[src/rtl/demux_1_4_2bits_reg_if.sv]
// Bus between one producer, the 1-to-4 demux and its four lane consumers.
// The master side is the producer plus the four consumers; the slave side is
// the demux itself.
interface demux_1_4_2bits_reg_if #(
  parameter int WIDTH = 2
);
  logic [WIDTH-1:0] in_data;
  logic             in_valid;
  logic             in_ready;
  logic [1:0]       sel;
  logic             auto;
  logic [1:0]       ptr;
  logic [WIDTH-1:0] out_a;
  logic [WIDTH-1:0] out_b;
  logic [WIDTH-1:0] out_c;
  logic [WIDTH-1:0] out_d;
  logic             valid_a;
  logic             valid_b;
  logic             valid_c;
  logic             valid_d;
  logic             ready_a;
  logic             ready_b;
  logic             ready_c;
  logic             ready_d;

  modport master (
    output in_data, in_valid, sel, auto, ready_a, ready_b, ready_c, ready_d,
    input  in_ready, ptr, out_a, out_b, out_c, out_d,
    input  valid_a, valid_b, valid_c, valid_d
  );

  modport slave (
    input  in_data, in_valid, sel, auto, ready_a, ready_b, ready_c, ready_d,
    output in_ready, ptr, out_a, out_b, out_c, out_d,
    output valid_a, valid_b, valid_c, valid_d
  );
endinterface

[src/rtl/demux_1_4_2bits_reg.sv]
// Registered 1-to-4 demultiplexer. One input word per transfer is routed to
// lane A..D (chosen by sel, or by a round-robin pointer when auto=1). Each
// lane is a single-entry holding register with a valid/ready handshake; a
// full lane that is drained in the same cycle still accepts a new word.
module demux_1_4_2bits_reg #(
  parameter int                WIDTH     = 2,
  parameter logic [WIDTH-1:0]  RESET_VAL = '0
) (
  input  logic               clk,
  input  logic               rst,
  demux_1_4_2bits_reg_if.slave bus
);

  logic [WIDTH-1:0] lane_data_p1 [4];
  logic [3:0]       lane_vld_p1;
  logic [1:0]       ptr_p1;

  logic [3:0]       lane_rdy;
  logic [1:0]       target;
  logic             in_ready;
  logic             accept;

  assign lane_rdy = {bus.ready_d, bus.ready_c, bus.ready_b, bus.ready_a};

  // Target lane selection and acceptance are purely combinational.
  always_comb begin
    target   = bus.auto ? ptr_p1 : bus.sel;
    in_ready = !lane_vld_p1[target] || lane_rdy[target];
    accept   = bus.in_valid && in_ready;
  end

  // ---- stage p1: lane holding registers ----
  // Load the target lane on accept; otherwise a delivered word clears valid.
  always_ff @(posedge clk or posedge rst) begin
    if (rst) begin
      for (int i = 0; i < 4; i++) begin
        lane_data_p1[i] <= RESET_VAL;
      end
      lane_vld_p1 <= '0;
    end else begin
      for (int i = 0; i < 4; i++) begin
        if (accept && (target == 2'(i))) begin
          lane_data_p1[i] <= bus.in_data;
          lane_vld_p1[i]  <= 1'b1;
        end else if (lane_vld_p1[i] && lane_rdy[i]) begin
          lane_vld_p1[i]  <= 1'b0;
        end
      end
    end
  end

  // Round-robin pointer advances only on transfers made in auto mode.
  always_ff @(posedge clk or posedge rst) begin
    if (rst) begin
      ptr_p1 <= 2'd0;
    end else if (accept && bus.auto) begin
      ptr_p1 <= ptr_p1 + 2'd1;
    end
  end

  assign bus.in_ready = in_ready;
  assign bus.ptr      = ptr_p1;
  assign bus.out_a    = lane_data_p1[0];
  assign bus.out_b    = lane_data_p1[1];
  assign bus.out_c    = lane_data_p1[2];
  assign bus.out_d    = lane_data_p1[3];
  assign bus.valid_a  = lane_vld_p1[0];
  assign bus.valid_b  = lane_vld_p1[1];
  assign bus.valid_c  = lane_vld_p1[2];
  assign bus.valid_d  = lane_vld_p1[3];

endmodule

[src/flat_wrapper.sv]
// flat-port wrapper written by rule: the top's interface ports become plain ports
module demux_1_4_2bits_reg_flat 
#(
  parameter int                WIDTH     = 2,
  parameter logic [WIDTH-1:0]  RESET_VAL = '0
)
  (clk, rst, bus_in_data, bus_in_valid, bus_sel, bus_auto, bus_ready_a, bus_ready_b, bus_ready_c, bus_ready_d, bus_in_ready, bus_ptr, bus_out_a, bus_out_b, bus_out_c, bus_out_d, bus_valid_a, bus_valid_b, bus_valid_c, bus_valid_d);
  demux_1_4_2bits_reg_if #(.WIDTH(WIDTH)) bus_i ();
  input  logic clk;
  input  logic rst;
  input wire logic [$bits(bus_i.in_data)-1:0] bus_in_data;
  input wire logic [$bits(bus_i.in_valid)-1:0] bus_in_valid;
  input wire logic [$bits(bus_i.sel)-1:0] bus_sel;
  input wire logic [$bits(bus_i.auto)-1:0] bus_auto;
  input wire logic [$bits(bus_i.ready_a)-1:0] bus_ready_a;
  input wire logic [$bits(bus_i.ready_b)-1:0] bus_ready_b;
  input wire logic [$bits(bus_i.ready_c)-1:0] bus_ready_c;
  input wire logic [$bits(bus_i.ready_d)-1:0] bus_ready_d;
  output wire logic [$bits(bus_i.in_ready)-1:0] bus_in_ready;
  output wire logic [$bits(bus_i.ptr)-1:0] bus_ptr;
  output wire logic [$bits(bus_i.out_a)-1:0] bus_out_a;
  output wire logic [$bits(bus_i.out_b)-1:0] bus_out_b;
  output wire logic [$bits(bus_i.out_c)-1:0] bus_out_c;
  output wire logic [$bits(bus_i.out_d)-1:0] bus_out_d;
  output wire logic [$bits(bus_i.valid_a)-1:0] bus_valid_a;
  output wire logic [$bits(bus_i.valid_b)-1:0] bus_valid_b;
  output wire logic [$bits(bus_i.valid_c)-1:0] bus_valid_c;
  output wire logic [$bits(bus_i.valid_d)-1:0] bus_valid_d;
  assign bus_i.in_data = bus_in_data;
  assign bus_i.in_valid = bus_in_valid;
  assign bus_i.sel = bus_sel;
  assign bus_i.auto = bus_auto;
  assign bus_i.ready_a = bus_ready_a;
  assign bus_i.ready_b = bus_ready_b;
  assign bus_i.ready_c = bus_ready_c;
  assign bus_i.ready_d = bus_ready_d;
  assign bus_in_ready = bus_i.in_ready;
  assign bus_ptr = bus_i.ptr;
  assign bus_out_a = bus_i.out_a;
  assign bus_out_b = bus_i.out_b;
  assign bus_out_c = bus_i.out_c;
  assign bus_out_d = bus_i.out_d;
  assign bus_valid_a = bus_i.valid_a;
  assign bus_valid_b = bus_i.valid_b;
  assign bus_valid_c = bus_i.valid_c;
  assign bus_valid_d = bus_i.valid_d;
  demux_1_4_2bits_reg #(.WIDTH(WIDTH), .RESET_VAL(RESET_VAL)) u_core (.clk(clk), .rst(rst), .bus(bus_i));
endmodule
[config.mk]
export PLATFORM = sky130hd
export DESIGN_NAME = demux_1_4_2bits_reg_flat
export DESIGN_NICKNAME = d
export VERILOG_FILES = /design/src/rtl/demux_1_4_2bits_reg_if.sv /design/src/rtl/demux_1_4_2bits_reg.sv /design/src/flat_wrapper.sv
export SDC_FILE = /design/constraint.sdc
export NUM_CORES = 1
export LEC_CHECK = 0
export BUFFER_PORTS_ARGS = -buffer_cell sky130_fd_sc_hd__buf_2
export CAP_MARGIN = 20
export CORE_MARGIN = 2
export CORE_UTILIZATION = 40
export CTS_CLUSTER_SIZE = 24
export DETAILED_ROUTE_END_ITERATION = 7
export PLACE_DENSITY = 0.71
export SKIP_LAST_GASP = 1
export SYNTH_ARGS = -nofsm -noshare
export SYNTH_HDL_FRONTEND = slang
export SYNTH_SLANG_ARGS = --single-unit
export TNS_END_PERCENT = 1
[constraint.sdc]
create_clock -name clk -period 1.21 [get_ports clk]
set_input_delay 0.121 -clock clk [delete_from_list [all_inputs] [get_ports clk]]
set_output_delay 0.121 -clock clk [all_outputs]
set_load 0.01 [all_outputs]
Yosys cells after proc, flatten, opt, wreduce, memory -nomap -nowiden
Index checks and enable logic that the tools add are counted.

Register bits: 14. Word-level logic and storage cells: 44.

Add/subtract/negate cells: 1. Magnitude comparators: 1. Equality and inequality tests: 3. Multiplexer cells: 13. Reduce and logical (&&, ||, !) cells: 17.

Operator list (count): logical AND 1 bit (10); two-way mux 1 bit (10); nonzero test 2 bit (4); binary-select mux 1 bit (select 2 bit) (2); == test 2 bit (second input constant) (2); less-than comparator 2 x 3 -> 1 bit (second input constant) (1); adder 2 x 1 -> 2 bit (second input constant) (1); == test 2 x 1 -> 1 bit (second input constant) (1); logical NOT 2 bit (1); two-way mux 2 bit (1); logical NOT 1 bit (1); logical OR 1 bit (1).

Depth between registers and ports, before layout
Gate-level depths: netlist of the first run.

Depth in word-level cells: 8. Mapped depth: 4. Gate-level depth less buffers: 4.

Worst setup path before layout of the first run
OpenSTA, ideal clock, no wires.

Path type: register to register. From: reg u_core.ptr_p1[1], in the netlist u_core.bus.ptr[1]. To: reg u_core.lane_data_p1 (netlist bit u_core.bus.out_c[0]). Arrival: 1.248 ns. Setup slack: -0.166 ns. Stages on the path, launching flop included: 4. Path buffers: 0. Period minus slack after synthesis: 1.376 ns. Path through: dfrtp_1 mux2i_2 nand4b_4 mux2_1.

Cells in the longest elaborated chain, start to end: 7. Elaborated cells between the ends (all ways): 10.

Ends and longest elaborated chain: start, declared (RTL line demux_1_4_2bits_reg.sv:16) `logic [1:0] ptr_p1;`; start signal, assigned (RTL line demux_1_4_2bits_reg.sv:57) `ptr_p1 <= ptr_p1 + 2'd1;`; two-way mux 2 bit * (RTL line demux_1_4_2bits_reg.sv:27) `target = bus.auto ? ptr_p1 : bus.sel;`; binary-select mux 1 bit (select 2 bit) (RTL line demux_1_4_2bits_reg.sv:28) `in_ready = !lane_vld_p1[target] || lane_rdy[target];`; two-way mux 1 bit (implied by the code) (RTL line demux_1_4_2bits_reg.sv:28); logical NOT 1 bit (RTL line demux_1_4_2bits_reg.sv:28); logical OR 1 bit (RTL line demux_1_4_2bits_reg.sv:28); logical AND 1 bit (RTL line demux_1_4_2bits_reg.sv:29) `accept = bus.in_valid && in_ready;`; logical AND 1 bit * (RTL line demux_1_4_2bits_reg.sv:42) `if (accept && (target == 2'(i))) begin`; end signal, assigned by index (RTL line demux_1_4_2bits_reg.sv:43) `lane_data_p1[i] <= bus.in_data;`; end, declared (RTL line demux_1_4_2bits_reg.sv:14) `logic [WIDTH-1:0] lane_data_p1 [4];`.

Every way passes the cells marked *; elsewhere a longest branch is shown, timed or not. The select of a mux whose other input is x is not followed. A chain may end at the register's enable or synchronous reset.

Final worst setup path of the first run
From: reg u_core.ptr_p1[1], in the netlist u_core.bus.ptr[1]. To: out bus_in_ready.

Cells in the longest elaborated chain, start to end: 5. Elaborated cells between the ends (all ways): 7.

Ends and longest elaborated chain: two-way mux 2 bit * (RTL line demux_1_4_2bits_reg.sv:27); binary-select mux 1 bit (select 2 bit) (RTL line demux_1_4_2bits_reg.sv:28); two-way mux 1 bit (implied by the code) (RTL line demux_1_4_2bits_reg.sv:28); logical NOT 1 bit (RTL line demux_1_4_2bits_reg.sv:28); logical OR 1 bit * (RTL line demux_1_4_2bits_reg.sv:28); end, declared (RTL line flat_wrapper.sv:19) `output wire logic [$bits(bus_i.in_ready)-1:0] bus_in_ready;`.

Marked as above.

==> summary.md, run 1 <==
| Metric | Value |
|---|---|
| Status | finished, violations left |
| Violated checks | negative setup slack |
| First-pass GRT wire length | 2230 µm |
| Finished Layout Cells | 104 |
| Syn_nets | 59 |
| Nets@finish | 101 |
| PD cells | 2070 nW/µm² |
| Post-DRT Antenna Nets | 0 |
| Final hold violation count | 0 |
| Share of layout cells above drive strength 1 | 59.1% |
| Vias | 528 |
| RSZ-0062 raised after global routing | yes |
| Remaining Overflow, GRT | 0 |
| Core box area | 1510 µm² |
| Drt wl/cell | 13.2 µm |
| Inst Count DP | 95 |
| DRT iter0 DRCs | 5 |
| Synth Warn # | 0 |
| Mapped Cells | 47 |
| Worst IR Drop VDD | 1.06 mV |
| Leakage power | 0.503 nW |
| Register area | 352 µm² |
| DP HPWL | 1080 µm |
| Critical Path Sink Type | output port |
| Die height | 44.2 µm |
| Synth-to-Final Area Change | 48.5% |
| IO Port Bufs | 26 |
| Post-synthesis cell type count | 15 |
| DRC viols | 0 |
| TritonCTS buffer count | 3 |
| Die area | 1950 µm² |
| CP Launch Type | register |
| Clk_lat worst skew | 270 ps |
| Worst r2r path cells | 6 |
| Initial core utilization | 42.9% |
| Clock period minus worst slack | 1540 ps |
| Hold_ws | 112 ps |
| Clock Skew | 0.427 ps |
| H-Tree Depth | 1 |
| Setup-failing EPs final | 11 |
| Vias in the first global route | 516 |
| Final design utilization | 63.8% |
| Total power | 1.99 mW |
| # rows | 14 |
| Fillers | 121 |
| Chip width | 44.2 µm |
| Max_slew headroom | 63.7% |
| Fmax | 0.650 GHz |
| Critical path class | reg -> out |
| Critical Path End | bus_in_ready |
| Worst-Margin Slew | 544 ps |
| Worst R2R Setup Slack | -180 ps |
| Final worst setup slack | -328 ps |
| Fin. max-slew vios | 0 |
| Root buf cell | clkbuf_4 |
| Synthesized flop and latch total | 14 |
| Final GP Congestion | 0.728 |
| CP startpoint | u_core.bus.ptr[1] |
| Clk pin slew, worst setup/hold paths | 80 ps |
| Tot GR Track Use | 15.7% |
| Final WL | 1380 µm |
| Clock sinks | 14 |
| Cell area after synthesis | 647 µm² |
| Final worst-path cycle share | 127% |
| Min-Delay Path Class | in -> reg |
| Worst reg2reg path startpoint | u_core.bus.ptr[1] |
| Drt first pass iters | 2 |
| Reg2reg end | u_core.bus.ptr[0] |
| Crit Path Max Fanout | 4 |
| Maxcap violations | 0 |
| Synthesized area per cell | 13.8 µm² |
| Pin count of the biggest net entering global routing | 15 |
| Initial antenna violation count | 0 |
| Multi-input gate area | 322 µm² |
| Top Ports | 27 |
| Detail-routed via count per cell | 5.08 |
| CTS tree | built |
| Ant diodes | 0 |
| CP arrival | 1420 ps |
| WP data required | 1090 ps |
| Register area share after synthesis | 54.2% |
| Max Buffers Root-to-Sink | 2 |
## worst min-delay path by stage
stage                   startpoint             endpoint  slack (ps)  depth (start not counted)
floorplan                      rst  u_core.bus.out_a[0]          10                          1
global placement               rst  u_core.bus.out_a[0]         180                          2
detailed placement             rst  u_core.bus.out_b[1]         190                          2
CTS                 bus_in_data[1]  u_core.bus.out_d[1]         110                          2
global route        bus_in_data[1]  u_core.bus.out_d[1]         100                          2
finish              bus_in_data[1]  u_core.bus.out_c[1]         110                          2
## cell usage after synthesis
cell type,count,share of area (%)
xor2_1,1,1.4
nand4b_4,2,7.4
nand2b_1,4,3.9
mux2i_2,2,4.3
dfrtp_1,14,54
mux2i_1,3,4.6
nand3_1,1,0.77
nor2_1,1,0.58
mux2_2,5,8.7
o31ai_1,1,1.2
inv_1,1,0.58
nand2_1,5,2.9
nand4_1,2,1.9
mux2_1,4,7.0
o21ai_0,1,0.77
## critical path, cell delays in order (launching register included)
cell and delay (ps):
dfrtp_1 410, mux2i_4 230, mux2i_2 260, mux2i_1 100
buf_2 140
## routing by layer
metal  wire, µm  up-vias  track usage (%)
li1           -      253                -
met1        582      254             20.1
met2        660       19             25.0
met3        121        2             5.31
met4         10        0             5.45
met5          0        -                0
## registers in the layout, indices dropped and copies added, names as in the netlist
register,count
u_core.bus.out_a,2
u_core.bus.out_b,2
u_core.bus.out_c,2
u_core.bus.out_d,2
u_core.bus.ptr,2
u_core.lane_vld_p1,4
## stage by stage
step                      instance area (µm²)  TNS, ps  worst slack [ps]
after floorplan                           669     -622             -92.9
after global routing                      961    -2520              -417
after detailed placement                  877    -1000              -119
final                                     961    -1760              -328
after CTS                                 950    -1670              -342
after global placement                    877     -767              -118
## cell type report
cell class | instances | share of cell area [%]
Tap cell | 16 | 2.08
Multi-Input combinational cell | 32 | 33.5
Inverter | 1 | 0.391
Sequential cell | 14 | 36.6
Clock buffer | 4 | 3.78
Timing Repair Buffer | 37 | 23.7
## cells by family after synthesis
family	count (synthesis)	share of synthesized area (%)
mux	14	24.6
compound gates	2	1.93
xor+xnor	1	1.35
flops	14	54.2
buf+inv	1	0.580
simple gates	15	17.4
## repair_timing
| action | in CTS | in global routing |
|---|---|---|
| hold buffers | 1 | 0 |
| hold endpoints to repair | 14 | 0 |
| pin swaps | 0 | 0 |
| gates resized for setup | 1 | 1 |
| endpoints found under the setup margin | 11 | 11 |
| setup buffers | 3 | 1 |
## cell usage in the layout, fill, tap and decap left out
cell | Yosys | routed
buf_2 | 0 | 26
dfrtp_1 | 14 | 13
buf_4 | 0 | 9
nand2_1 | 5 | 5
nand2b_1 | 4 | 4
mux2_1 | 4 | 4
mux2_2 | 5 | 4
clkbuf_4 | 0 | 3
mux2i_4 | 0 | 2
nand4b_4 | 2 | 2
nand4_1 | 2 | 2
mux2i_2 | 2 | 2
mux2_4 | 0 | 1
o21ai_0 | 1 | 1
o31ai_1 | 1 | 1
mux2i_1 | 3 | 1
inv_1 | 1 | 1
nand3_1 | 1 | 1
nor2_1 | 1 | 1
xor2_1 | 1 | 1
clkbuf_8 | 0 | 1
dlygate4sd3_1 | 0 | 1
buf_12 | 0 | 1
dfrtp_2 | 0 | 1
## where the power goes
group / switching, mW / internal, mW / total (mW)
Clock: 0.145 / 0.183 / 0.328
Sequential: 0.112 / 0.669 / 0.781
Combinational: 0.400 / 0.482 / 0.882
Total: 0.657 / 1.33 / 1.99
No activity file was read; power rests on OpenSTA's default activity.
==> inputs of run 2 (changes only) <==
--- a/config.mk
+++ b/config.mk
@@ -12,6 +12,7 @@
 export CTS_CLUSTER_SIZE = 24
 export DETAILED_ROUTE_END_ITERATION = 7
 export PLACE_DENSITY = 0.71
+export RECOVER_POWER = 50
 export SKIP_LAST_GASP = 1
 export SYNTH_ARGS = -nofsm -noshare
 export SYNTH_HDL_FRONTEND = slang
==> summary.md, run 2 (synthesis gave the netlist of run 1 again) <==
| Metric | Value |
|---|---|
| Inst Count DP | 95 (unchanged) |
| Chip width | 44.2 µm (unchanged) |
| Remaining Overflow, GRT | 0 (unchanged) |
| Clock period minus worst slack | 1540 ps (unchanged) |
| Worst IR Drop VDD | 1.06 mV (about the same) |
| Ant diodes | 0 (unchanged) |
| WL met1 | 582 µm (unchanged) |
| Post-DRT Antenna Nets | 0 (unchanged) |
| Wire length on met3 | 121 µm (unchanged) |
| Top Ports | 27 (unchanged) |
| Max layer used | met4 |
| Vias in the first global route | 516 (unchanged) |
| Detail-routed via count per cell | 5.08 (unchanged) |
| Flip-flop count of the largest register after layout | 4 (unchanged) |
| Met2 WL | 660 µm (unchanged) |
| Die area | 1950 µm² (unchanged) |
| Leakage power | 0.499 nW (-0.75%) |
| Final GP Congestion | 0.728 (unchanged) |
| Fmax | 0.650 GHz (unchanged) |
| RSZ-0062 raised after global routing | yes |
| Finished Layout Cells | 104 (unchanged) |
| Critical path class | reg -> out |
| Worst reg2reg path startpoint | u_core.bus.ptr[1] |
| Root buf cell | clkbuf_4 |
| Min-Delay Path Class | in -> reg |
| Share of layout cells above drive strength 1 | 58.0% (-1.1 points) |
| Worst R2R Setup Slack | -180 ps (about the same) |
| TritonCTS buffer count | 3 (unchanged) |
| Pin count of the biggest net entering global routing | 15 (unchanged) |
| Int Power | 1.33 mW (-0.17%) |
| H-Tree Depth | 1 (unchanged) |
| Commonest non-fill, non-tap cell in the layout | buf_2 |
| CTS tree | built |
| Critical Path Sink Type | output port |
| PD cells | 2070 nW/µm² (about the same) |
| Synth-to-Final Area Change | 48.4% |
| Core box area | 1510 µm² (unchanged) |
| Max_slew headroom | 63.7% (about the same) |
| Max Buffers Root-to-Sink | 2 (unchanged) |
| Fin. max-slew vios | 0 (unchanged) |
| Clk pin slew, worst setup/hold paths | 80 ps (about the same) |
| DRC viols | 0 (unchanged) |
| Drt wl/cell | 13.2 µm (unchanged) |
| Clock power frac | 16.5% (about the same) |
| Worst r2r path cells | 6 (unchanged) |
| Drt first pass iters | 2 (unchanged) |
| DP HPWL | 1080 µm (unchanged) |
| Vias | 528 (unchanged) |
| Commonest non-fill, non-tap cells in the layout | buf_2, dfrtp_1, buf_4, nand2_1 |
| Largest register by flop count | u_core.lane_vld_p1 |
| Maxcap violations | 0 (unchanged) |
| Crit Path Max Fanout | 4 (unchanged) |
| Final worst-path cycle share | 127% (unchanged) |
| Initial antenna violation count | 0 (unchanged) |
| Clock sinks | 14 (unchanged) |
| Register share of total power | 39.3% (about the same) |
| Worst-Margin Slew | 544 ps (+0.849 ps) |
| First-pass GRT wire length | 2230 µm (unchanged) |
| Fillers | 121 (unchanged) |
| IO Port Bufs | 26 (unchanged) |
| Final instance area | 960 µm² (-0.13%) |
| CP Launch Type | register |
| Final worst setup slack | -328 ps (unchanged) |
| Placed Instance Area | 877 µm² (unchanged) |
| Final WL | 1380 µm (unchanged) |
| Nets@finish | 101 (unchanged) |
| Combinational power share | 44.3% (about the same) |
| Fin Setup TNS | -1760 ps (unchanged) |
| WP data required | 1090 ps (about the same) |
| Total power | 1.99 mW (about the same) |
| Switching Power | 0.657 mW (about the same) |
| # rows | 14 (unchanged) |
| CP startpoint | u_core.bus.ptr[1] |
| Final hold violation count | 0 (unchanged) |
| Reg2reg end | u_core.bus.ptr[0] |
| Sw frac | 33.0% (+0.047 points) |
| Setup-failing EPs final | 11 (unchanged) |
| Violated checks | negative setup slack |
| Tot GR Track Use | 15.7% (unchanged) |
| Status | finished, violations left |
| Initial core utilization | 42.9% (unchanged) |
| Critical Path End | bus_in_ready |
| Worst hold path cell count | 2 (unchanged) |
| Die height | 44.2 µm (unchanged) |
| Clk_lat worst skew | 270 ps (about the same) |
| Clock Skew | 0.427 ps (unchanged) |
| DRT iter0 DRCs | 5 (unchanged) |
| CP arrival | 1420 ps (about the same) |
| Pre-CTS WS | -119 ps (unchanged) |
-- run 2: cell count changes in the layout (fill, tap and decap cells not counted), sizes merged --
cell    previous run  this run
buf               36        35
clkbuf             4         5
-- run 2: per-layer routing --
| metal | up-vias | track usage, % |
|---|---|---|
| met5 | - | 0 |
| met4 | 0 | 5.45 |
| met3 | 2 | 5.31 |
| met2 | 19 | 25.0 |
| met1 | 254 | 20.1 |
| li1 | 253 | - |
-- run 2: worst max-delay path, cell delays in order (launching register included) --
cell	delay [ps]
dfrtp_1	410
mux2i_4	230
mux2i_2	260
mux2i_1	100
buf_2	140
-- run 2: timing repair --
action / in CTS / in global routing
hold buffers: 1 / 0
setup buffers: 3 / 1
endpoints found under the setup margin: 11 / 11
gates resized for setup: 1 / 1
endpoints found under the hold margin: 14 / 0
-- run 2: cell type report --
cell class	count	area (µm²)	share of cell area [%]
inverters	1	3.75	0.391
multi-input cells	32	322	33.5
repair buffers	37	226	23.6
clock buffers	4	36.3	3.78
flip-flops and latches	14	352	36.6
well taps	16	20.0	2.09
-- run 2: worst min-delay path by stage --
stage / start / slack [ps] / to
floorplan: rst / 10 / u_core.bus.out_a[0]
global placement: rst / 180 / u_core.bus.out_a[0]
detailed placement: rst / 190 / u_core.bus.out_b[1]
CTS: bus_in_data[1] / 110 / u_core.bus.out_d[1]
global route: bus_in_data[1] / 100 / u_core.bus.out_d[1]
finish: bus_in_data[1] / 110 / u_core.bus.out_c[1]
-- run 2: power by group through the flow --
stage                     clock network (mW)  registers (mW)  logic, mW
after floorplan                            0           0.900      0.332
after global placement                     0           0.783      0.809
after detailed placement                   0           0.793      0.834
after CTS                              0.341           0.786      0.876
after global routing                   0.371           0.808      0.951
final                                  0.328           0.781      0.880
-- run 2: stage by stage --
| step | utilization, % | hold WS, ps |
|---|---|---|
| 2_1_floorplan | - | 10.2 |
| 3_3_place_gp | 58.2 | 177 |
| 3_5_place_dp | 58.2 | 187 |
| 4_1_cts | 63.0 | 108 |
| 5_1_grt | 63.7 | 103 |
| 6_report | 63.7 | 112 |
